`config.mk`:
```
export PLATFORM = sky130hd
export DESIGN_NAME = spi_arb
export DESIGN_NICKNAME = d
export VERILOG_FILES = /design/src/rtl/spi_arb.sv
export SDC_FILE = /design/constraint.sdc
export NUM_CORES = 1
export LEC_CHECK = 0
export BUFFER_PORTS_ARGS = -buffer_cell sky130_fd_sc_hd__buf_2
export CORE_MARGIN = 2
export CORE_UTILIZATION = 39
export DETAILED_ROUTE_END_ITERATION = 16
export GPL_ROUTABILITY_DRIVEN = 1
export PLACE_DENSITY = 0.75
export SYNTH_ARGS = -nofsm -noshare
export SYNTH_HDL_FRONTEND = slang
export SYNTH_SLANG_ARGS = --single-unit
```
`constraint.sdc`:
```
create_clock -name clk -period 1.49 [get_ports clk]
set_input_delay 0.298 -clock clk [delete_from_list [all_inputs] [get_ports clk]]
set_output_delay 0.298 -clock clk [all_outputs]
set_load 0.02 [all_outputs]
```
`src/rtl/spi_arb.sv`:
```
// Round-robin arbiter that shares one SPI engine between the A2D (0) and inertial (1) requesters.
// Build macro SPI_ARB_TIMEOUT_EN adds a WAIT timeout that completes the transaction with resp=16'hFFFF.
module spi_arb #(
  parameter int GAP     = 4,
  parameter int TIMEOUT = 1024
) (
  input  logic        clk,
  input  logic        rst,
  input  logic        req0,
  input  logic [15:0] cmd0,
  input  logic        req1,
  input  logic [15:0] cmd1,
  output logic        gnt0,
  output logic        gnt1,
  output logic        done0,
  output logic        done1,
  output logic [15:0] resp,
  output logic        wrt,
  output logic [15:0] cmd,
  input  logic        eng_done,
  input  logic [15:0] rd_data,
  output logic        busy,
  output logic [1:0]  o_dbg_state
);

  // Handshake: reqN is a level held until doneN; doneN is a one-cycle pulse, and a
  // reqN still high in IDLE afterwards is a fresh request. wrt/eng_done are single pulses.
  typedef enum logic [1:0] {S_IDLE, S_ISSUE, S_WAIT, S_GAP} state_t;

  localparam int GW = $clog2(GAP + 1);

  state_t        r_state;
  state_t        w_next;
  logic [GW-1:0] r_gap_cnt;
  logic          r_last;
  logic          r_gnt0;
  logic          r_gnt1;
  logic          r_done0;
  logic          r_done1;
  logic [15:0]   r_cmd;
  logic [15:0]   r_resp;
  logic          w_pick1;
  logic          w_any_req;
  logic          w_timeout;
  logic          w_finish;
  logic          w_gap_end;

  // r_last names the requester granted most recently; on a tie the other one wins.
  assign w_pick1   = req1 & (~req0 | ~r_last);
  assign w_any_req = req0 | req1;
  assign w_finish  = (r_state == S_WAIT) && (eng_done || w_timeout);
  assign w_gap_end = (r_gap_cnt == GW'(GAP - 1));

`ifdef SPI_ARB_TIMEOUT_EN
  localparam int TW = $clog2(TIMEOUT + 1);
  logic [TW-1:0] r_to_cnt;

  always_ff @(posedge clk) begin
    if (rst || r_state != S_WAIT) r_to_cnt <= '0;
    else                          r_to_cnt <= r_to_cnt + TW'(1);
  end

  assign w_timeout = (r_state == S_WAIT) && (r_to_cnt == TW'(TIMEOUT - 1));
`else
  assign w_timeout = 1'b0;
`endif

  always_comb begin
    w_next = r_state;
    case (r_state)
      S_IDLE:  if (w_any_req) w_next = S_ISSUE;
      S_ISSUE: w_next = S_WAIT;
      S_WAIT:  if (w_finish) w_next = S_GAP;
      S_GAP:   if (w_gap_end) w_next = S_IDLE;
      default: w_next = S_IDLE;
    endcase
  end

  always_ff @(posedge clk) begin
    if (rst || r_state != S_GAP) r_gap_cnt <= '0;
    else                         r_gap_cnt <= r_gap_cnt + GW'(1);
  end

  always_ff @(posedge clk) begin
    if (rst) begin
      r_state <= S_IDLE;
      r_last  <= 1'b1;
      r_gnt0  <= 1'b0;
      r_gnt1  <= 1'b0;
      r_done0 <= 1'b0;
      r_done1 <= 1'b0;
      r_cmd   <= 16'h0000;
      r_resp  <= 16'h0000;
    end else begin
      r_state <= w_next;
      r_done0 <= 1'b0;
      r_done1 <= 1'b0;
      if (r_state == S_IDLE && w_any_req) begin
        r_gnt0 <= ~w_pick1;
        r_gnt1 <= w_pick1;
        r_last <= w_pick1;
        r_cmd  <= w_pick1 ? cmd1 : cmd0;
      end
      // A real engine completion takes priority over a timeout in the same cycle.
      if (w_finish) begin
        r_resp  <= eng_done ? rd_data : 16'hFFFF;
        r_done0 <= r_gnt0;
        r_done1 <= r_gnt1;
        r_gnt0  <= 1'b0;
        r_gnt1  <= 1'b0;
      end
    end
  end

  assign gnt0        = r_gnt0;
  assign gnt1        = r_gnt1;
  assign done0       = r_done0;
  assign done1       = r_done1;
  assign resp        = r_resp;
  assign cmd         = r_cmd;
  assign wrt         = (r_state == S_ISSUE);
  assign busy        = (r_state != S_IDLE);
  assign o_dbg_state = r_state;

endmodule

```
# ---- Word level (Yosys, flattened, before mapping)
# Cells that the tools add are included.
# Widths: inputs -> output; s select.
dict set report op_classes {
  add_sub_neg 1
  eq_ne 8
  mux 6
  n_bitwise 7
  n_reduce_logical 8
}
# cell count
set op_table {}
lappend op_table {{$mux 16} 2}
lappend op_table {{$ne 2x2->1 const B} 4}
lappend op_table {{$pmux 2 s4} 1}
lappend op_table {{$mux 2} 3}
lappend op_table {{$eq 2x2->1 const B} 2}
lappend op_table {{$not 1->1} 4}
lappend op_table {{$reduce_or 2->1} 2}
lappend op_table {{$add 3x1->3 const B} 1}
lappend op_table {{$eq 3x2->1 const B} 1}
lappend op_table {{$reduce_and 3->1} 1}
lappend op_table {{$eq 2x1->1 const B} 1}
lappend op_table {{$logic_and 1x1->1} 2}
lappend op_table {{$logic_not 2->1} 1}
lappend op_table {{$or 1x1->1} 2}
lappend op_table {{$reduce_bool 2->1} 1}
lappend op_table {{$and 1x1->1} 1}
lappend op_table {{$logic_or 1x1->1} 1}
dict set report word_totals {
  register_bits 42
  in_bits 53
  out_inout_bits 40
  word_cells 39
}

# ---- Logic depth before layout (Yosys ltp)
dict set report depth {
  depth_word 4
  depth_mapped 6
  mapped_depth_nobuf 5
}

# ---- Least setup slack after synthesis
# OpenSTA, ideal clock, no wires.
dict set report synth_timing {
  path_kind {register to register}
  from {register r_state[0] (netlist: o_dbg_state[0])}
  to {register r_cmd[10] (netlist: cmd[10])}
  t_arrival_ns 1.530
  setup_slack_ns -0.163
  stages_incl_launch_ff 7
  n_path_buf 1
  period_less_slack_ns 1.653
  path_cell_list {dfxtp_1 inv_1 ha_1 nand2_2 nor3_4 buf_6 a221o_2}
}
dict set report synth_between {
  elab_chain_len 2
}
# item line_no
set synth_rtl {}
lappend synth_rtl {{start: declaration} 32} ;# state_t r_state;
lappend synth_rtl {{start signal: assignment} 95} ;# r_state <= w_next;
lappend synth_rtl {{$logic_not 2->1} 98} ;# if (r_state == S_IDLE && w_any_req) begin
lappend synth_rtl {{$logic_and 1x1->1} 98}
lappend synth_rtl {{end signal: assignment} 102} ;# r_cmd <= w_pick1 ? cmd1 : cmd0;
lappend synth_rtl {{end: declaration} 40} ;# logic [15:0] r_cmd;
# No other way between the ends.
# A chain may end at the register's enable or synchronous reset.

# ---- Worst setup path in the final report
# Same ends and word-level chain as after synthesis.

==> flow_summary.toml <==
[status]
outcome = "finished, final reports clean"

[sta]
fin_skew_ns = 0.00479
worst_pin_slew_ns = 0.383
maxSlewViolCount = 0
rsz0062_at_grt = "no"
finalCritPeriodShare = 0.956
finalHoldViolations = 0
setup_tns_ns = 0
fmax_mhz = 702
fin_crit_ns = 1.42
slew_headroom = 0.744
finalSetupViolations = 0

[cells_and_area]
antenna_cells = 0
utilization = 0.576
fin_nets = 298
area_growth_pct = 40.1
fillCellCount = 355
drive_gt1_frac = 0.563

[drt]
first_iter_violations = 59
routedWlPerCell_um = 13.1
wl_mm = 3.79
vias_per_cell = 5.05
drc = 0
first_pass_iters = 4
vias = 1464
ant_nets = 0

[yosys]
syn-mean-instance-area_um2 = 11.8
synth_seq_cells = 42
syn-num-nets = 200
yosysSeqAreaShare = 0.504
synth_cell_types = 29
synth_area_um2 = 1670
synthCells = 141
yosysWarnings = 0

[setup_path]
arrival_ns = 1.60
cp-start-kind = "flop"
path_max_fanout = 16
worstSetupPathType = "reg -> reg"
crit_required_ns = 1.66
critPathCaptureType = "flop"

[power]
power_frac_comb = 0.410
swShare = 0.354
power.switching_w = 0.00132
p_per_area_nw_per_um2 = 1590
share_seq_of_total_power = 0.393
p_leak_nw = 1.13
irDropWorstVdd_mv = 0.739
pwr-share-clk = 0.197
internal_power_w = 0.00241

[clock_tree]
cts_buffers = 5
cts_root_buffer = "clkbuf_8"
holdBufCountCts = 0
clkTransAtPathRegs_ns = 0.07
cts_max_level = 2
clk_latency_ns = 0.29
clockBufferDepth = 2
numClockSinks = 42
cts_tree = "built"

[global_routing]
grt_pass1_vias = 1385
grt_usage = 0.157
antenna_found_initial = 0
grt_pass1_wl_mm = 6.20
grt_max_degree = 19
gr-total-overflow = 0

[placement]
io_buffer_count = 92
hpwlAfterDp_mm = 2.82
place.gp.congestion = 0.722

[floorplanning]
fp-row-count = 23
num_io_pins = 93
die_h_um = 69.4
fp.dieW_um = 69.4
start_util = 0.411
core_um2 = 4060
die_area_um2 = 4820

[worst_hold_path]
hp-class = "in -> reg"

[job]
drv_cap = 0
[worst max-delay path, stage by stage (launching register included)]
cell,delay [ns]
dfxtp_2,0.36
inv_1,0.09
ha_4,0.20
nand2_4,0.09
nor3_4,0.05
buf_12,0.16
a221o_2,0.37
[cells in the final DEF (no fill, tap or decap), types with 2 or more instances in the layout]
master	Yosys	layout
nand2_1	2	2
a22o_1	16	16
clkbuf_8	0	6
inv_1	5	3
inv_2	0	2
buf_2	4	91
buf_4	0	4
nor3b_1	16	16
nand2b_1	5	5
ha_1	6	5
o21a_1	2	2
dfxtp_1	42	40
a221o_2	15	15
buf_12	0	2
and2_1	2	2
nor2_1	6	6
buf_6	3	2
[cell usage after synthesis]
library cell | count | area [um2]
nor3b_1 | 16 | 120
dfxtp_1 | 42 | 841
nor2_2 | 1 | 6.26
o21a_4 | 1 | 15.0
nor2b_1 | 1 | 6.26
a22o_1 | 16 | 140
clkbuf_4 | 1 | 7.51
inv_1 | 5 | 18.8
nor2_1 | 6 | 22.5
buf_6 | 3 | 33.8
a211o_1 | 1 | 8.76
nor3b_4 | 1 | 18.8
a21oi_1 | 1 | 5.00
a221o_1 | 1 | 10.0
ha_1 | 6 | 75.1
and2_1 | 2 | 12.5
nor3_4 | 1 | 16.3
o311a_1 | 1 | 10.0
nand2b_1 | 5 | 31.3
a32oi_1 | 1 | 8.76
o21a_1 | 2 | 15.0
buf_2 | 4 | 20.0
and2_2 | 1 | 7.51
nand2_1 | 2 | 7.51
a221o_2 | 15 | 169
a21oi_2 | 1 | 8.76
mux2i_1 | 1 | 10.0
nand2_2 | 2 | 12.5
and2b_4 | 1 | 10.0
[state kept, by name, summed over array words and instances (netlist names)]
signal,flops
done0,1
gnt0,1
done1,1
r_last,1
r_gap_cnt,3
cmd,16
gnt1,1
o_dbg_state,2
resp,16
[metal layers]
| metal | routed length, um | up-vias | track usage |
|---|---|---|---|
| met5 | 0 | - | 0 |
| met4 | 40 | 0 | 0.0588 |
| met3 | 351 | 5 | 0.0451 |
| met2 | 1680 | 77 | 0.244 |
| met1 | 1720 | 655 | 0.206 |
| li1 | - | 727 | - |
[per-stage QoR]
stage | power [W] | setup WS, ns | area (um2) | std cells | hold WS (ns)
CTS | 0.00372 | 0.0266 | 2320 | 290 | 0.212
floorplan | 0.00246 | 0.0133 | 1670 | 141 | 0.399
finish | 0.00372 | 0.0653 | 2340 | 290 | 0.221
global route | 0.00394 | 0.0118 | 2340 | 290 | 0.222
detailed placement | 0.00291 | -0.0926 | 2190 | 281 | 0.415
global placement | 0.00289 | -0.0628 | 2190 | 281 | 0.409
[kinds of logic after synthesis]
family / share of synthesized area
AO/OA/AOI/OAI: 0.234
adder cells (fa/ha/maj): 0.0450
buffers and inverters: 0.0480
flip-flops: 0.504
multiplexers: 0.00600
AND/OR/NAND/NOR: 0.163
[power groups by stage]
stage / clock [W] / combinational [W] / sequential (W)
2_1_floorplan: 0 / 0.000751 / 0.00171
3_3_place_gp: 0 / 0.00142 / 0.00148
3_5_place_dp: 0 / 0.00143 / 0.00148
4_1_cts: 0.000757 / 0.00151 / 0.00146
5_1_grt: 0.000797 / 0.00165 / 0.00149
6_report: 0.000732 / 0.00153 / 0.00146
[path summary, 6_finish.rpt]
| check | startpoint | endpoint | slack, ns | cells after the start |
|---|---|---|---|---|
| setup / recovery | o_dbg_state[0]$_SDFFE_PP0P_ | cmd[10]$_SDFFE_PP0P_ | 0.07 | 6 |
| hold / removal | rd_data[5] | resp[5]$_SDFFE_PP0P_ | 0.22 | 2 |
| setup reg to reg | o_dbg_state[0]$_SDFFE_PP0P_ | cmd[10]$_SDFFE_PP0P_ | 0.07 | 6 |
| hold reg to reg | r_gap_cnt[0]$_SDFF_PP0_ | r_gap_cnt[0]$_SDFF_PP0_ | 0.42 | 1 |
[cell type report]
class,instances,area [um2],area share
Clock buffer,7,86.3,0.0370
Clock inverter,1,5.00,0.00214
Inverter,5,18.8,0.00803
Multi-Input combinational cell,86,769,0.329
Sequential cell,42,846,0.362
Tap cell,50,62.6,0.0268
Timing Repair Buffer,99,548,0.235
[what timing repair did]
action,CTS,global route
hold endpoints to repair,0,0
pin swaps,1,1
cloned,0,0
setup endpoints to repair,20,19
gates resized for setup,3,6
setup buffers,1,0
(Power assumes the default switching activity.)
